### config.mk
export PLATFORM = sky130hd
export DESIGN_NAME = pipe_ctrl
export DESIGN_NICKNAME = d
export VERILOG_FILES = /design/src/rtl/pipe_ctrl.sv
export SDC_FILE = /design/constraint.sdc
export NUM_CORES = 1
export LEC_CHECK = 0
export CAP_MARGIN = 20
export CELL_PAD_IN_SITES_DETAIL_PLACEMENT = 1
export CELL_PAD_IN_SITES_GLOBAL_PLACEMENT = 2
export CORE_MARGIN = 2
export CORE_UTILIZATION = 34
export CTS_CLUSTER_DIAMETER = 80
export DETAILED_ROUTE_END_ITERATION = 8
export DONT_BUFFER_PORTS = 1
export HOLD_SLACK_MARGIN = 0.15
export PLACE_DENSITY = 0.84
export SLEW_MARGIN = 20
export SYNTH_ARGS = -nofsm -noshare
export SYNTH_HDL_FRONTEND = slang
export SYNTH_SLANG_ARGS = --single-unit
export TNS_END_PERCENT = 20
### constraint.sdc
create_clock -name clk -period 4.6 [get_ports clk]
set_input_delay 0.92 -clock clk [delete_from_list [all_inputs] [get_ports clk]]
set_output_delay 0.92 -clock clk [all_outputs]
set_load 0.05 [all_outputs]
### src/rtl/pipe_ctrl.sv
// pipe_ctrl: central stall/flush sequencer for the 5-stage pipeline.
// Turns hazard requests (load-use, multi-cycle EX ops, MEM bus wait,
// exceptions) into hold/bubble/clear controls for the pipeline registers
// and owns the EX occupancy counter for multi-cycle ops.
// Optional feature macro: PIPE_CTRL_PERF_EN adds stall/flush event counters.
module pipe_ctrl #(
    parameter int MULTI_CYCLES = 36,
    parameter int CNT_W        = 8
) (
    input  logic       clk,
    input  logic       rst,
    input  logic       id_stall_req,
    input  logic       ex_multi_start,
    input  logic       mem_stall_req,
    input  logic       except_req,
    output logic [3:0] stall,
    output logic       bubble_ex,
    output logic       bubble_mem,
    output logic       bubble_wb,
    output logic       flush,
    output logic       multi_done,
    output logic       busy
`ifdef PIPE_CTRL_PERF_EN
    ,
    output logic [31:0] perf_stall_cnt,
    output logic [31:0] perf_flush_cnt
`endif
);

    typedef enum logic [0:0] {
        ST_RUN   = 1'b0,
        ST_MULTI = 1'b1
    } state_t;

    state_t           state_q, state_d;
    logic [CNT_W-1:0] cnt_q, cnt_d;

    // State and occupancy counter register; reset lands in RUN with an idle counter.
    always_ff @(posedge clk) begin
        if (rst) begin
            state_q <= ST_RUN;
            cnt_q   <= '0;
        end else begin
            state_q <= state_d;
            cnt_q   <= cnt_d;
        end
    end

    // Priority resolution: exception beats bus wait beats multi-cycle beats load-use.
    always_comb begin
        state_d    = state_q;
        cnt_d      = cnt_q;
        stall      = 4'b0000;
        bubble_ex  = 1'b0;
        bubble_mem = 1'b0;
        bubble_wb  = 1'b0;
        flush      = 1'b0;
        multi_done = 1'b0;
        busy       = 1'b0;
        if (rst) begin
            state_d = ST_RUN;
            cnt_d   = '0;
        end else begin
            busy = (state_q != ST_RUN);
            if (except_req) begin
                flush   = 1'b1;
                state_d = ST_RUN;
                cnt_d   = '0;
            end else if (mem_stall_req) begin
                stall     = 4'b1111;
                bubble_wb = 1'b1;
            end else if (state_q == ST_MULTI) begin
                if (cnt_q != '0) begin
                    stall      = 4'b0111;
                    bubble_mem = 1'b1;
                    cnt_d      = cnt_q - CNT_W'(1);
                end else begin
                    multi_done = 1'b1;
                    state_d    = ST_RUN;
                end
            end else if (ex_multi_start) begin
                stall      = 4'b0111;
                bubble_mem = 1'b1;
                state_d    = ST_MULTI;
                cnt_d      = CNT_W'(MULTI_CYCLES - 2);
            end else if (id_stall_req) begin
                stall     = 4'b0011;
                bubble_ex = 1'b1;
            end
        end
    end

`ifdef PIPE_CTRL_PERF_EN
    logic [31:0] perf_stall_cnt_q, perf_stall_cnt_d;
    logic [31:0] perf_flush_cnt_q, perf_flush_cnt_d;

    // Event counters advance on every cycle that holds or clears the pipe; they wrap freely.
    always_comb begin
        perf_stall_cnt_d = perf_stall_cnt_q;
        perf_flush_cnt_d = perf_flush_cnt_q;
        if (stall != 4'b0000) perf_stall_cnt_d = perf_stall_cnt_q + 32'd1;
        if (flush)            perf_flush_cnt_d = perf_flush_cnt_q + 32'd1;
    end

    // Event counter registers, cleared by reset.
    always_ff @(posedge clk) begin
        if (rst) begin
            perf_stall_cnt_q <= '0;
            perf_flush_cnt_q <= '0;
        end else begin
            perf_stall_cnt_q <= perf_stall_cnt_d;
            perf_flush_cnt_q <= perf_flush_cnt_d;
        end
    end

    assign perf_stall_cnt = perf_stall_cnt_q;
    assign perf_flush_cnt = perf_flush_cnt_q;
`endif

endmodule

==> impl_metrics.env <==
export IMPL_setup_violations_final=0
export IMPL_outcome="complete, no violations"
export IMPL_grt_first_pass_wirelength_um=2530
export IMPL_post_drt_via_cell_ratio=5.73
export IMPL_leakage_nw=0.232
export IMPL_ant_nets=0
export IMPL_drc=0
export IMPL_avg_inst_size_synth_um2=7.71
export IMPL_post_route_cells_drive_above_1_share_pct=14.3
export IMPL_ys_types=28
export IMPL_portion_of_netlist_area_occupied_by_mux_cells_pct=1.75
export IMPL_drt_met1_wl_um=687
export IMPL_number_of_cts_inserted_buffers=3
export IMPL_syn_inst=74
export IMPL_synth_warning_count=0
export IMPL_cts_tree="yes"
export IMPL_grt_total_usage_pct=18.0
export IMPL_largest_net_degree_at_the_start_of_global_routing=13
export IMPL_routedWlPerCell_um=15.6
export IMPL_fin_worst_hold_slack_ns=0.517
export IMPL_synth_compound_area_share_pct=22.4
export IMPL_die_h_um=45.0
export IMPL_path_max_fanout=4
export IMPL_timing_slew_headroom_pct=29.0
export IMPL_first_iter_violations=5
export IMPL_grt_ovfl_total=0
export IMPL_register_area_um2=180
export IMPL_count_of_nets_after_finishing=85
export IMPL_io_pins=16
export IMPL_cts_htree_levels=1
export IMPL_setup_tns_ns=0
export IMPL_port_buffers=0
export IMPL_gp_routability_congestion=0.768
export IMPL_initial_util_pct=37.0
export IMPL_place_detailed_instances=89
export IMPL_layout_min_cycle_time_ns=3.07
export IMPL_flow_area_growth_from_synthesis_pct=9.21
export IMPL_clockBufferDepth=2
export IMPL_hpwl_um=1110
export IMPL_wl_met3_um=56
export IMPL_clk_pin_slew_worst_paths_ns=0.07
export IMPL_ys_seq_area_share_pct=31.6
export IMPL_main_combinational_cell_family_by_area_after_synthesis="simple AND/OR/NAND/NOR gates"
export IMPL_netlist_area_um2=571
export IMPL_ir_worst_vdd_mv=0.147
export IMPL_timing_critical_path_arrival_ns=2.15
export IMPL_grt_pass1_vias=543
export IMPL_multiInputGateArea_um2=355
export IMPL_worst_pin_slew_ns=1.06
export IMPL_route_final_wire_length_um=1450
export IMPL_clock_sinks=9
export IMPL_proportion_of_netlist_area_held_by_the_largest_area_contributor_pct=31.6
export IMPL_met2RoutedLength_um=681
export IMPL_top_layer="met4"
export IMPL_placement_rows=14
export IMPL_timing_max_transition_violations_final=0
export IMPL_antenna_found_initial=0
export IMPL_cts_repair_resize_count=0
export IMPL_setup_worst_path_start_class="register"
export IMPL_synth_nets=81
export IMPL_firstDrtPassIters=3
export IMPL_fmaxAchievable_mhz=326
export IMPL_post_route_period_util_pct=66.7
export IMPL_die_span_x_um=45.0
export IMPL_synthDominantAreaCellType="sky130_fd_sc_hd__dfxtp_1"
export IMPL_share_of_synthesized_cell_area_in_full_adder_half_adder_and_majority_cells_pct=2.19
export IMPL_design_die_area_um2=2020
export IMPL_grt_setup_unrepaired="false"
export IMPL_timing_worst_setup_path_type="reg2out"
export IMPL_cts_root_buffer="sky130_fd_sc_hd__clkbuf_4"
export IMPL_clock_insertion_delay_worst_skew_ns=0.28
export IMPL_worst_case_clock_skew_ns=0.00349
export IMPL_finalHoldViolCount=0
export IMPL_power_density_nw_per_um2=312
export IMPL_timing_max_cap_violations=0
export IMPL_post_synthesis_share_of_cell_area_spent_on_xor_and_xnor_gates_pct=3.07
export IMPL_synth_simple_gate_area_share_pct=31.8
export IMPL_final_cells=93
export IMPL_worst_setup_path_end_kind="output port"
export IMPL_ys_seq_elements=9
export IMPL_hold_bufs_at_cts=0
export IMPL_post_cts_setup_buffer_count=0
export IMPL_dr_total_vias=533
export IMPL_netlist_top_cells_area="sky130_fd_sc_hd__dfxtp_1 32%, sky130_fd_sc_hd__a21oi_1 7.0%, sky130_fd_sc_hd__nor2_1 6.6%"
export IMPL_filler_cell_count=200
export IMPL_core_area_um2=1540
export IMPL_antenna_diode_count=0
export IMPL_timing_critical_path_required_ns=3.68
export IMPL_min_delay_path_class="reg2reg"
-- cell families after synthesis --
logic type / count (synthesis)
fa+ha+maj: 1
simple gates: 32
buf+inv: 9
compound gates: 20
flops: 9
mux: 1
xor+xnor: 2
-- layer usage --
metal / track usage, % / vias to the layer above
met4: 8.82 / 0
met3: 7.60 / 4
met5: 0 / -
met1: 23.0 / 254
li1: - / 270
met2: 25.7 / 5
-- synthesized netlist by cell type --
library cell,number
sky130_fd_sc_hd__o31ai_1,1
sky130_fd_sc_hd__o21ai_0,3
sky130_fd_sc_hd__or2_2,1
sky130_fd_sc_hd__nor4b_1,1
sky130_fd_sc_hd__a21o_1,2
sky130_fd_sc_hd__mux2i_1,1
sky130_fd_sc_hd__o21bai_1,1
sky130_fd_sc_hd__nor2b_1,3
sky130_fd_sc_hd__nand4_1,1
sky130_fd_sc_hd__a211oi_1,1
sky130_fd_sc_hd__nand3_1,1
sky130_fd_sc_hd__inv_1,5
sky130_fd_sc_hd__nand3b_1,1
sky130_fd_sc_hd__ha_1,1
sky130_fd_sc_hd__nor2_1,10
sky130_fd_sc_hd__or3_1,3
sky130_fd_sc_hd__o41ai_1,2
sky130_fd_sc_hd__or4b_1,1
sky130_fd_sc_hd__nor4_2,1
sky130_fd_sc_hd__dfxtp_1,9
sky130_fd_sc_hd__nor4bb_2,1
sky130_fd_sc_hd__a311oi_1,2
sky130_fd_sc_hd__xnor2_1,2
sky130_fd_sc_hd__clkbuf_1,2
sky130_fd_sc_hd__buf_4,2
sky130_fd_sc_hd__nor3_1,3
sky130_fd_sc_hd__nand2_1,5
sky130_fd_sc_hd__a21oi_1,8
-- worst paths after layout --
check | from | to | slack (ns) | cells past startpoint
min | cnt_q[7] | cnt_q[7] | 0.52 | 2
min reg2reg | cnt_q[7] | cnt_q[7] | 0.52 | 2
max | cnt_q[0] | stall[2] | 1.53 | 6
max reg2reg | cnt_q[0] | cnt_q[7] | 2.70 | 6
-- flip-flops by register name (all words and copies together) (netlist names) --
register and count:
state_q 1, cnt_q 8
-- worst max-delay path, cell delays in order, from the launching register on --
cell                       delay [ns]
sky130_fd_sc_hd__dfxtp_1         0.38
sky130_fd_sc_hd__inv_1           0.06
sky130_fd_sc_hd__ha_1            0.23
sky130_fd_sc_hd__nor4bb_2        0.21
sky130_fd_sc_hd__nand2_1         0.09
sky130_fd_sc_hd__o21ai_0         0.08
sky130_fd_sc_hd__a21oi_1         0.83
-- placed cells by master, fill, tap and decap left out, types with 2 or more instances in the layout --
cell type	count
sky130_fd_sc_hd__nor2_1	9
sky130_fd_sc_hd__or3_1	3
sky130_fd_sc_hd__dfxtp_1	9
sky130_fd_sc_hd__a311oi_1	2
sky130_fd_sc_hd__clkbuf_4	3
sky130_fd_sc_hd__o21ai_0	3
sky130_fd_sc_hd__a21o_1	2
sky130_fd_sc_hd__nor3_1	3
sky130_fd_sc_hd__inv_1	5
sky130_fd_sc_hd__a21oi_1	7
sky130_fd_sc_hd__nor2b_1	3
sky130_fd_sc_hd__o41ai_1	2
sky130_fd_sc_hd__xnor2_1	2
sky130_fd_sc_hd__nand2_1	5
sky130_fd_sc_hd__buf_4	3
-- through the flow --
step	total power, mW	setup WS (ns)	util, %	instance area (µm²)
floorplan	0.123	1.13	-	571
global placement	0.128	1.54	38.7	597
detailed placement	0.130	1.53	38.7	597
CTS	0.198	1.51	40.4	623
global route	0.205	1.42	40.4	623
finish	0.195	1.53	40.4	623
-- cell type report --
| cell class | instances | share of cell area, % |
|---|---|---|
| Inverter | 5 | 3.01 |
| Multi-Input combinational cell | 56 | 57.0 |
| Timing Repair Buffer | 3 | 3.61 |
| Clock buffer | 4 | 4.22 |
| Tap cell | 16 | 3.21 |
| Sequential cell | 9 | 28.9 |
-- power by group --
part	switching, mW	leakage [nW]	internal (mW)
logic	0.0293	0.144	0.0131
clock network	0.0332	0.0150	0.0337
registers	0.00464	0.0731	0.0807
total	0.0672	0.232	0.128
(Power assumes the default switching activity.)
